--- src/rtl/trng_uart_rx_if.sv ---
`default_nettype none
// ============================================================================
// Module      : trng_uart_rx_if
// Description : Byte stream from the UART receiver, with ready/valid handshake
//               and the one-cycle error pulses.
// Revision    : 1.0
// ============================================================================
interface trng_uart_rx_if;
    logic [7:0] o_data;
    logic       o_valid;
    logic       i_ready;
    logic       o_frame_err;
    logic       o_overrun;

    modport master (
        output o_data,
        output o_valid,
        input  i_ready,
        output o_frame_err,
        output o_overrun
    );

    modport slave (
        input  o_data,
        input  o_valid,
        output i_ready,
        input  o_frame_err,
        input  o_overrun
    );
endinterface
`default_nettype wire

--- src/rtl/trng_uart_rx.sv ---
`default_nettype none
// ============================================================================
// Module      : trng_uart_rx
// Description : 8N1 UART receiver with a one-byte holding register, a
//               frame-error pulse and an overrun pulse.
// Revision    : 1.0
// ============================================================================
module trng_uart_rx #(
    parameter int CLKS_PER_BIT = 32
) (
    input  wire logic          CLK,
    input  wire logic          RESET,
    input  wire logic          i_serial_data,
    trng_uart_rx_if.master     bus
);
    localparam int CW = $clog2(CLKS_PER_BIT);
    localparam logic [CW-1:0] c_CNT_FULL = CW'(CLKS_PER_BIT - 1);
    localparam logic [CW-1:0] c_CNT_HALF = CW'(CLKS_PER_BIT / 2 - 1);

    localparam logic [1:0] S_IDLE  = 2'd0;
    localparam logic [1:0] S_START = 2'd1;
    localparam logic [1:0] S_DATA  = 2'd2;
    localparam logic [1:0] S_STOP  = 2'd3;

    logic          sync1_q, sync2_q;
    logic [1:0]    state_q, state_d;
    logic [CW-1:0] cnt_q, cnt_d;
    logic [2:0]    idx_q, idx_d;
    logic [7:0]    shift_q, shift_d;
    logic [7:0]    data_q, data_d;
    logic          valid_q, valid_d;
    logic          ferr_q, ferr_d;
    logic          ovr_q, ovr_d;
    logic          arm_q, arm_d;
    logic          w_line;
    logic          w_done;

    assign w_line = sync2_q;

    always_comb begin
        state_d = state_q;
        cnt_d   = cnt_q + CW'(1);
        idx_d   = idx_q;
        shift_d = shift_q;
        data_d  = data_q;
        valid_d = valid_q;
        ferr_d  = 1'b0;
        ovr_d   = 1'b0;
        // After a frame error the line must go high again before a new start
        // is accepted, so a held break reports only once.
        arm_d   = arm_q | w_line;
        w_done  = 1'b0;

        case (state_q)
            S_IDLE: begin
                cnt_d = '0;
                if (!w_line && arm_q) begin
                    state_d = S_START;
                end
            end
            S_START: begin
                if (cnt_q == c_CNT_HALF) begin
                    cnt_d = '0;
                    idx_d = 3'd0;
                    state_d = w_line ? S_IDLE : S_DATA;
                end
            end
            S_DATA: begin
                if (cnt_q == c_CNT_FULL) begin
                    cnt_d = '0;
                    shift_d[idx_q] = w_line;
                    idx_d = idx_q + 3'd1;
                    if (idx_q == 3'd7) begin
                        state_d = S_STOP;
                    end
                end
            end
            default: begin
                if (cnt_q == c_CNT_FULL) begin
                    cnt_d   = '0;
                    state_d = S_IDLE;
                    if (w_line) begin
                        w_done = 1'b1;
                    end else begin
                        ferr_d = 1'b1;
                        arm_d  = 1'b0;
                    end
                end
            end
        endcase

        if (valid_q && bus.i_ready) begin
            valid_d = 1'b0;
        end
        if (w_done) begin
            if (!valid_q || bus.i_ready) begin
                data_d  = shift_q;
                valid_d = 1'b1;
            end else begin
                ovr_d = 1'b1;
            end
        end
    end

    always_ff @(posedge CLK) begin
        if (RESET) begin
            sync1_q <= 1'b1;
            sync2_q <= 1'b1;
            state_q <= S_IDLE;
            cnt_q   <= '0;
            idx_q   <= 3'd0;
            shift_q <= 8'h00;
            data_q  <= 8'h00;
            valid_q <= 1'b0;
            ferr_q  <= 1'b0;
            ovr_q   <= 1'b0;
            arm_q   <= 1'b1;
        end else begin
            sync1_q <= i_serial_data;
            sync2_q <= sync1_q;
            state_q <= state_d;
            cnt_q   <= cnt_d;
            idx_q   <= idx_d;
            shift_q <= shift_d;
            data_q  <= data_d;
            valid_q <= valid_d;
            ferr_q  <= ferr_d;
            ovr_q   <= ovr_d;
            arm_q   <= arm_d;
        end
    end

    assign bus.o_data      = data_q;
    assign bus.o_valid     = valid_q;
    assign bus.o_frame_err = ferr_q;
    assign bus.o_overrun   = ovr_q;
endmodule
`default_nettype wire

--- src/flat_wrapper.sv ---
// flat-port wrapper written by rule: the top's interface ports become plain ports
module trng_uart_rx_flat 
#(
    parameter int CLKS_PER_BIT = 32
)
  (CLK, RESET, i_serial_data, bus_o_data, bus_o_valid, bus_i_ready, bus_o_frame_err, bus_o_overrun);
  trng_uart_rx_if bus_i ();
  input  wire logic CLK;
  input  wire logic RESET;
  input  wire logic i_serial_data;
  output wire logic [$bits(bus_i.o_data)-1:0] bus_o_data;
  output wire logic [$bits(bus_i.o_valid)-1:0] bus_o_valid;
  input wire logic [$bits(bus_i.i_ready)-1:0] bus_i_ready;
  output wire logic [$bits(bus_i.o_frame_err)-1:0] bus_o_frame_err;
  output wire logic [$bits(bus_i.o_overrun)-1:0] bus_o_overrun;
  assign bus_o_data = bus_i.o_data;
  assign bus_o_valid = bus_i.o_valid;
  assign bus_i.i_ready = bus_i_ready;
  assign bus_o_frame_err = bus_i.o_frame_err;
  assign bus_o_overrun = bus_i.o_overrun;
  trng_uart_rx #(.CLKS_PER_BIT(CLKS_PER_BIT)) u_core (.CLK(CLK), .RESET(RESET), .i_serial_data(i_serial_data), .bus(bus_i));
endmodule
--- config.mk ---
export PLATFORM = sky130hd
export DESIGN_NAME = trng_uart_rx_flat
export DESIGN_NICKNAME = d
export VERILOG_FILES = /design/src/rtl/trng_uart_rx_if.sv /design/src/rtl/trng_uart_rx.sv /design/src/flat_wrapper.sv
export SDC_FILE = /design/constraint.sdc
export NUM_CORES = 1
export LEC_CHECK = 0
export BUFFER_PORTS_ARGS = -buffer_cell sky130_fd_sc_hd__buf_2
export CAP_MARGIN = 20
export CORE_ASPECT_RATIO = 0.6
export CORE_MARGIN = 3
export CORE_UTILIZATION = 56
export CTS_BUF_LIST = sky130_fd_sc_hd__clkbuf_16
export CTS_CLUSTER_SIZE = 14
export DETAILED_ROUTE_END_ITERATION = 8
export PLACE_DENSITY = 0.84
export SLEW_MARGIN = 25
export SYNTH_ARGS = -nofsm -noshare
export SYNTH_HDL_FRONTEND = slang
export SYNTH_SLANG_ARGS = --single-unit
--- constraint.sdc ---
create_clock -name CLK -period 2.5 [get_ports CLK]
set_input_delay 0.375 -clock CLK [delete_from_list [all_inputs] [get_ports CLK]]
set_output_delay 0.375 -clock CLK [all_outputs]
set_load 0.02 [all_outputs]
; After elaboration in Yosys (flattened, before gate mapping)
; Cells that the tools add are included.
[totals]
romBits = 0
ram_bits = 0
out_inout_bits = 11
ff_bits = 32
elab_cells = 70
n_memories = 0
in_bits = 4
latch_bits = 0
[classes]
order_cmp = 2
reduce_logical = 16
eq_ne = 9
div_mod_pow = 0
shift = 0
bitwise_logic = 3
n_mul = 0
mux = 27
add_sub_neg = 2
[op_table]
columns = cell, n
row1 = 1-bit two-way mux, 12
row2 = 2-bit two-way mux, 6
row3 = 5-bit two-way mux, 2
row4 = 5-bit case mux with 2 select lines, 1
row5 = 8-bit bitwise mux, 1
row6 = 2-bit by 1-bit inequality test with 1-bit output (second input constant), 4
row7 = 3-bit two-way mux, 2
row8 = 2-bit case mux with 3 select lines, 1
row9 = 3-bit case mux with 2 select lines, 1
row10 = 5-bit by 1-bit adder with 5-bit output (second input constant), 1
row11 = 5-bit by 4-bit == test with 1-bit output (second input constant), 1
row12 = 5-bit == test (second input constant), 1
row13 = 5-bit AND reduction, 1
row14 = 5-bit OR reduction, 1
row15 = 3-bit by 4-bit less-than comparator with 1-bit output (second input constant), 1
row16 = 2-bit AND reduction, 2
row17 = 3-bit by 1-bit adder with 3-bit output (second input constant), 1
row18 = 1-bit demux with 3-bit select, 1
row19 = 3-bit == test (second input constant), 1
row20 = 3-bit by 1-bit >= comparator with 1-bit output (second input constant), 1
row21 = 1-bit logical AND, 3
row22 = 3-bit AND reduction, 1
row23 = 3-bit nonzero test, 1
row24 = 3-bit OR reduction, 1
row25 = other kinds (9), 11

; Depth between registers and ports, before layout
[depth]
word_depth = 5
depth_mapped = 8
depth_no_buf = 7

; Worst setup path before layout
; No wires, ideal clock.
[synth_timing]
path_type = register -> register
from = register u_core.cnt_q[0]
to = register u_core.state_q[1]
path_buffers = 0
arrival_time_ns = 1.701
setup_slack_ns = 0.682
setup_time_ns = 0.117
t_required_ns = 2.383
period_less_slack_ns = 1.818
stages_incl_launch_ff = 8
path_cell_list = dfxtp_1 -> ha_1 -> and3_1 -> ha_1 -> a21boi_4 -> a2111oi_4 -> nand2_1 -> a32o_1
[synth_via]
elab_chain_cells = 3
elab_cells_between_ends = 6
cone_classes = eq/ne: 4 / reduce/logical: 2
[synth_lines]
columns = item, line
row1 = "start, declared", trng_uart_rx.sv:27  ; logic [CW-1:0] cnt_q, cnt_d;
row2 = "start signal, assigned", trng_uart_rx.sv:122  ; cnt_q <= cnt_d;
row3 = 5-bit == test / 5-bit by 4-bit == test with 1-bit output (equally long branches), "trng_uart_rx.sv:69, trng_uart_rx.sv:79, trng_uart_rx.sv:62"
row4 = 2-bit by 1-bit inequality test with 1-bit output (no source line) / 3-bit nonzero test (equally long branches), -
row5 = 5-bit AND reduction (no source line) (*), -
row6 = "end signal, assigned", trng_uart_rx.sv:121  ; state_q <= state_d;
row7 = "end, declared", trng_uart_rx.sv:26  ; logic [1:0] state_q, state_d;
; Every way passes the cells marked *; elsewhere a longest branch is shown, timed or not.
; A chain may end at the register's enable or synchronous reset.

; Final worst setup path
[layout_timing]
from = register u_core.cnt_q[0]
to = register u_core.data_q[2], in the netlist u_core.bus.o_data[2]
[layout_via]
elab_chain_cells = 4
[layout_lines]
columns = item, line
row1 = 5-bit == test, trng_uart_rx.sv:79  ; if (cnt_q == c_CNT_FULL) begin
row2 = 1-bit two-way mux, trng_uart_rx.sv:79
row3 = 1-bit two-way mux, trng_uart_rx.sv:54  ; case (state_q)
row4 = 2-bit AND reduction (no source line), -
row5 = "end signal, assigned", trng_uart_rx.sv:125  ; data_q <= data_d;
row6 = "end, declared", trng_uart_rx.sv:30  ; logic [7:0] data_q, data_d;
; No other way between the ends.

==> results.sh <==
export IMPL_status="completed"
export IMPL_cts_root_buf="sky130_fd_sc_hd__clkbuf_16"
export IMPL_synth_top_cells_by_area="sky130_fd_sc_hd__dfxtp_1 45%, sky130_fd_sc_hd__ha_1 9.6%, sky130_fd_sc_hd__mux2i_1 7.0%"
export IMPL_global_route_usage_met2_pct=29.2
export IMPL_via_count_of_the_first_global_routing_pass=972
export IMPL_reg2reg_from="u_core.cnt_q[0]"
export IMPL_detailed_place_area_mm2=0.00151
export IMPL_setup_worst_path_class="register to register"
export IMPL_synth_seq_area_share_pct=44.9
export IMPL_cts_made_buffers=5
export IMPL_fp_dieArea_mm2=0.00321
export IMPL_cp_buffers_inverters=1
export IMPL_ys_seq_elements=32
export IMPL_total_power_density_per_cell_area_mw_per_mm2=779
export IMPL_cts_repair_resized=0
export IMPL_finalSetupViolCount=0
export IMPL_dieHeight_um=45.1
export IMPL_worst_ep_required_time_ps=2630
export IMPL_worst_hold_slack_ps=282
export IMPL_grt_max_degree=32
export IMPL_route_final_wire_length_mm=2.83
export IMPL_synth_edf_count=0
export IMPL_critical_path_startpoint_type="register"
export IMPL_synth_area_mm2=0.00143
export IMPL_drtAntennaViolNets=0
export IMPL_max_vdd_ir_drop_mv=0.511
export IMPL_dp_cells=195
export IMPL_floorplan_core_area_mm2=0.00229
export IMPL_area_delta_synth_final_pct=15.2
export IMPL_tritoncts_clock_tree="yes"
export IMPL_period_needed_ps=2040
export IMPL_globalRouteTotalUtil_pct=20.0
export IMPL_post_cts_setup_buffers=0
export IMPL_globalRouteMet3Util_pct=8.89
export IMPL_drt_first_pass_iters=4
export IMPL_worstPathCellList="ha_1 -> and3_1 -> ha_1 -> nand3_1 -> nor2b_1 -> buf_4 -> mux2i_1 -> nor2_1"
export IMPL_multi_input_area_um2=733
export IMPL_dp_slack_ps=497
export IMPL_start_util_pct=62.2
export IMPL_grt_first_pass_wirelength_mm=4.68
export IMPL_slew_headroom_pct=65.1
export IMPL_wl_per_cell_um=14.0
export IMPL_post_cts_hold_buffer_count=0
export IMPL_gr_usage_met1_pct=25.7
export IMPL_max_clock_freq_ghz=0.491
export IMPL_postSynth_asyncResetShare_pct=0
export IMPL_drt_initial_drc_count=96
export IMPL_num_vias=1123
export IMPL_post_route_fraction_of_the_period_consumed_by_the_critical_path_pct=81.5
export IMPL_horizontal_extent_of_the_die_um=71.2
export IMPL_num_antenna_cells=0
export IMPL_cts_root_to_sink_buffers=2
export IMPL_htree_levels=2
export IMPL_drive_above_1_share_pct=14.5
export IMPL_timing_max_cap_violations=0
export IMPL_report_final_hold_viol_count=0
export IMPL_clk_pin_slew_ps=50
export IMPL_cp_slowest_stage_delay_ps=350
export IMPL_synth_largest_area_cell="sky130_fd_sc_hd__dfxtp_1"
export IMPL_final_cells=202
export IMPL_place_detailed_hpwl_mm=1.92
export IMPL_timing_hold_worst_class="input pin to register"
export IMPL_top_reg_cell_synth="sky130_fd_sc_hd__dfxtp_1"
export IMPL_post_synthesis_area_per_instance_um2=9.15
export IMPL_synth_lib_cells_used_distinct=27
export IMPL_highest_net_fanout_along_the_worst_path=8
export IMPL_antenna_violations_before_repair=0
export IMPL_grt_busiest_layer="met2"
export IMPL_postLayoutCoreUtil_pct=71.7
export IMPL_hold_start="i_serial_data"
export IMPL_placementRows=13
export IMPL_critPathArrivalTime_ps=2170
export IMPL_final_area_mm2=0.00165
export IMPL_clk_insertion_delay_late_ps=280
export IMPL_tightest_slew_ps=524
export IMPL_i_o_pin_count=15
export IMPL_critPathSlowestCell="sky130_fd_sc_hd__dfxtp_1"
export IMPL_critical_path_most_common_cell="sky130_fd_sc_hd__ha_1"
export IMPL_ff_latch_area_um2=641
export IMPL_synthesis_yosys_warnings=0
export IMPL_total_power_mw=1.28
export IMPL_timing_setup_tns_ps=0
export IMPL_port_buffer_count=14
export IMPL_global_route_overflow=0
export IMPL_slew_violations=0
export IMPL_route_detailed_vias_per_inst=5.56
export IMPL_pnr_worst_setup_slack_ps=462
export IMPL_total_leakage_power_nw=0.640
export IMPL_endpoint_kind="register"
export IMPL_startpoint="u_core.cnt_q[0]"
export IMPL_path_delay_family="simple AND/OR/NAND/NOR gates"
export IMPL_cts_sinks=32
export IMPL_timing_clock_skew_ps=9.09
export IMPL_final_net_count=187
export IMPL_netlist_instances=156
export IMPL_synth_fp_nets=171
export IMPL_synth_top_cell_area_share_pct=44.9
export IMPL_finalWeightedCongestion=0.871
export IMPL_grt_setup_unrepaired="false"
export IMPL_drc=0
export IMPL_layout_filler_cells=161
[kinds of logic after synthesis]
| family | count (synthesis) | share of synthesized area [%] |
|---|---|---|
| AND/OR/NAND/NOR | 66 | 22.1 |
| flip-flops | 32 | 44.9 |
| AO/OA/AOI/OAI | 23 | 11.4 |
| buffers and inverters | 12 | 3.77 |
| adder cells (fa/ha/maj) | 11 | 9.64 |
| multiplexers | 10 | 7.01 |
| XOR/XNOR | 2 | 1.23 |
[worst paths after layout]
kind | to | slack, ps | cells past startpoint
worst max-delay path | u_core.bus.o_data[2] | 460 | 8
worst min-delay path | u_core.sync1_q | 280 | 2
worst max register to register | u_core.bus.o_data[2] | 460 | 8
worst min register to register | u_core.sync2_q | 410 | 1
[power breakdown]
group / switching, mW / total, mW / internal (mW)
logic: 0.114 / 0.178 / 0.0639
registers: 0.0156 / 0.542 / 0.527
clock network: 0.205 / 0.561 / 0.356
[worst reg2reg max path, cell delays in order (launching register included)]
cell and delay [ps]:
sky130_fd_sc_hd__dfxtp_1 350, sky130_fd_sc_hd__ha_1 180, sky130_fd_sc_hd__and3_1 230, sky130_fd_sc_hd__ha_1 290, sky130_fd_sc_hd__nand3_1 160, sky130_fd_sc_hd__nor2b_1 150, sky130_fd_sc_hd__buf_4 200, sky130_fd_sc_hd__mux2i_1 250
sky130_fd_sc_hd__nor2_1 80
[layout make-up]
class | instances | share of cell area [%]
Sequential cell | 32 | 38.9
Multi-Input combinational cell | 112 | 44.6
Clock inverter | 2 | 0.532
Inverter | 6 | 1.37
Timing Repair Buffer | 15 | 4.71
Clock buffer | 5 | 7.60
Tap cell | 30 | 2.28
[Yosys cell counts, types with 2 or more instances]
master and instances:
sky130_fd_sc_hd__or2_2 2, sky130_fd_sc_hd__o21ai_0 7, sky130_fd_sc_hd__inv_1 6, sky130_fd_sc_hd__clkbuf_1 4
sky130_fd_sc_hd__nand2b_1 6, sky130_fd_sc_hd__ha_1 11, sky130_fd_sc_hd__a21oi_1 11, sky130_fd_sc_hd__nand2_1 13
sky130_fd_sc_hd__dfxtp_1 32, sky130_fd_sc_hd__nor2_1 22, sky130_fd_sc_hd__and3_1 2, sky130_fd_sc_hd__nand3b_1 2
sky130_fd_sc_hd__mux2i_1 10, sky130_fd_sc_hd__nand3_1 6, sky130_fd_sc_hd__nor3_1 9, sky130_fd_sc_hd__nor2b_1 2
[metal layers]
metal | vias up | share of wire, %
met4 | 0 | 1.3
met1 | 516 | 47
met5 | - | 0
li1 | 561 | -
met2 | 38 | 44
met3 | 8 | 7.7
[cell usage in the layout, fill, tap and decap left out, types with 2 or more instances in the layout]
cell                        netlist  routed
sky130_fd_sc_hd__nor2b_1          2       2
sky130_fd_sc_hd__nor3_1           9       9
sky130_fd_sc_hd__mux2i_1         10      10
sky130_fd_sc_hd__nand2_1         13      13
sky130_fd_sc_hd__o21ai_0          7       7
sky130_fd_sc_hd__buf_2            1      14
sky130_fd_sc_hd__a21oi_1         11      11
sky130_fd_sc_hd__dfxtp_1         32      32
sky130_fd_sc_hd__nand3_1          6       6
sky130_fd_sc_hd__nor2_1          22      22
sky130_fd_sc_hd__nand3b_1         2       2
sky130_fd_sc_hd__inv_1            6       7
sky130_fd_sc_hd__or2_2            2       2
sky130_fd_sc_hd__clkbuf_16        0       5
sky130_fd_sc_hd__ha_1            11      11
sky130_fd_sc_hd__and3_1           2       2
sky130_fd_sc_hd__nand2b_1         6       6
[state kept, by name (all words and copies together) (netlist names), 2 cells and up]
name,cells
u_core.idx_q,3
u_core.shift_q,8
u_core.state_q,2
u_core.cnt_q,5
u_core.bus.o_data,8
Note: power is estimated with default switching activity, not from simulation.
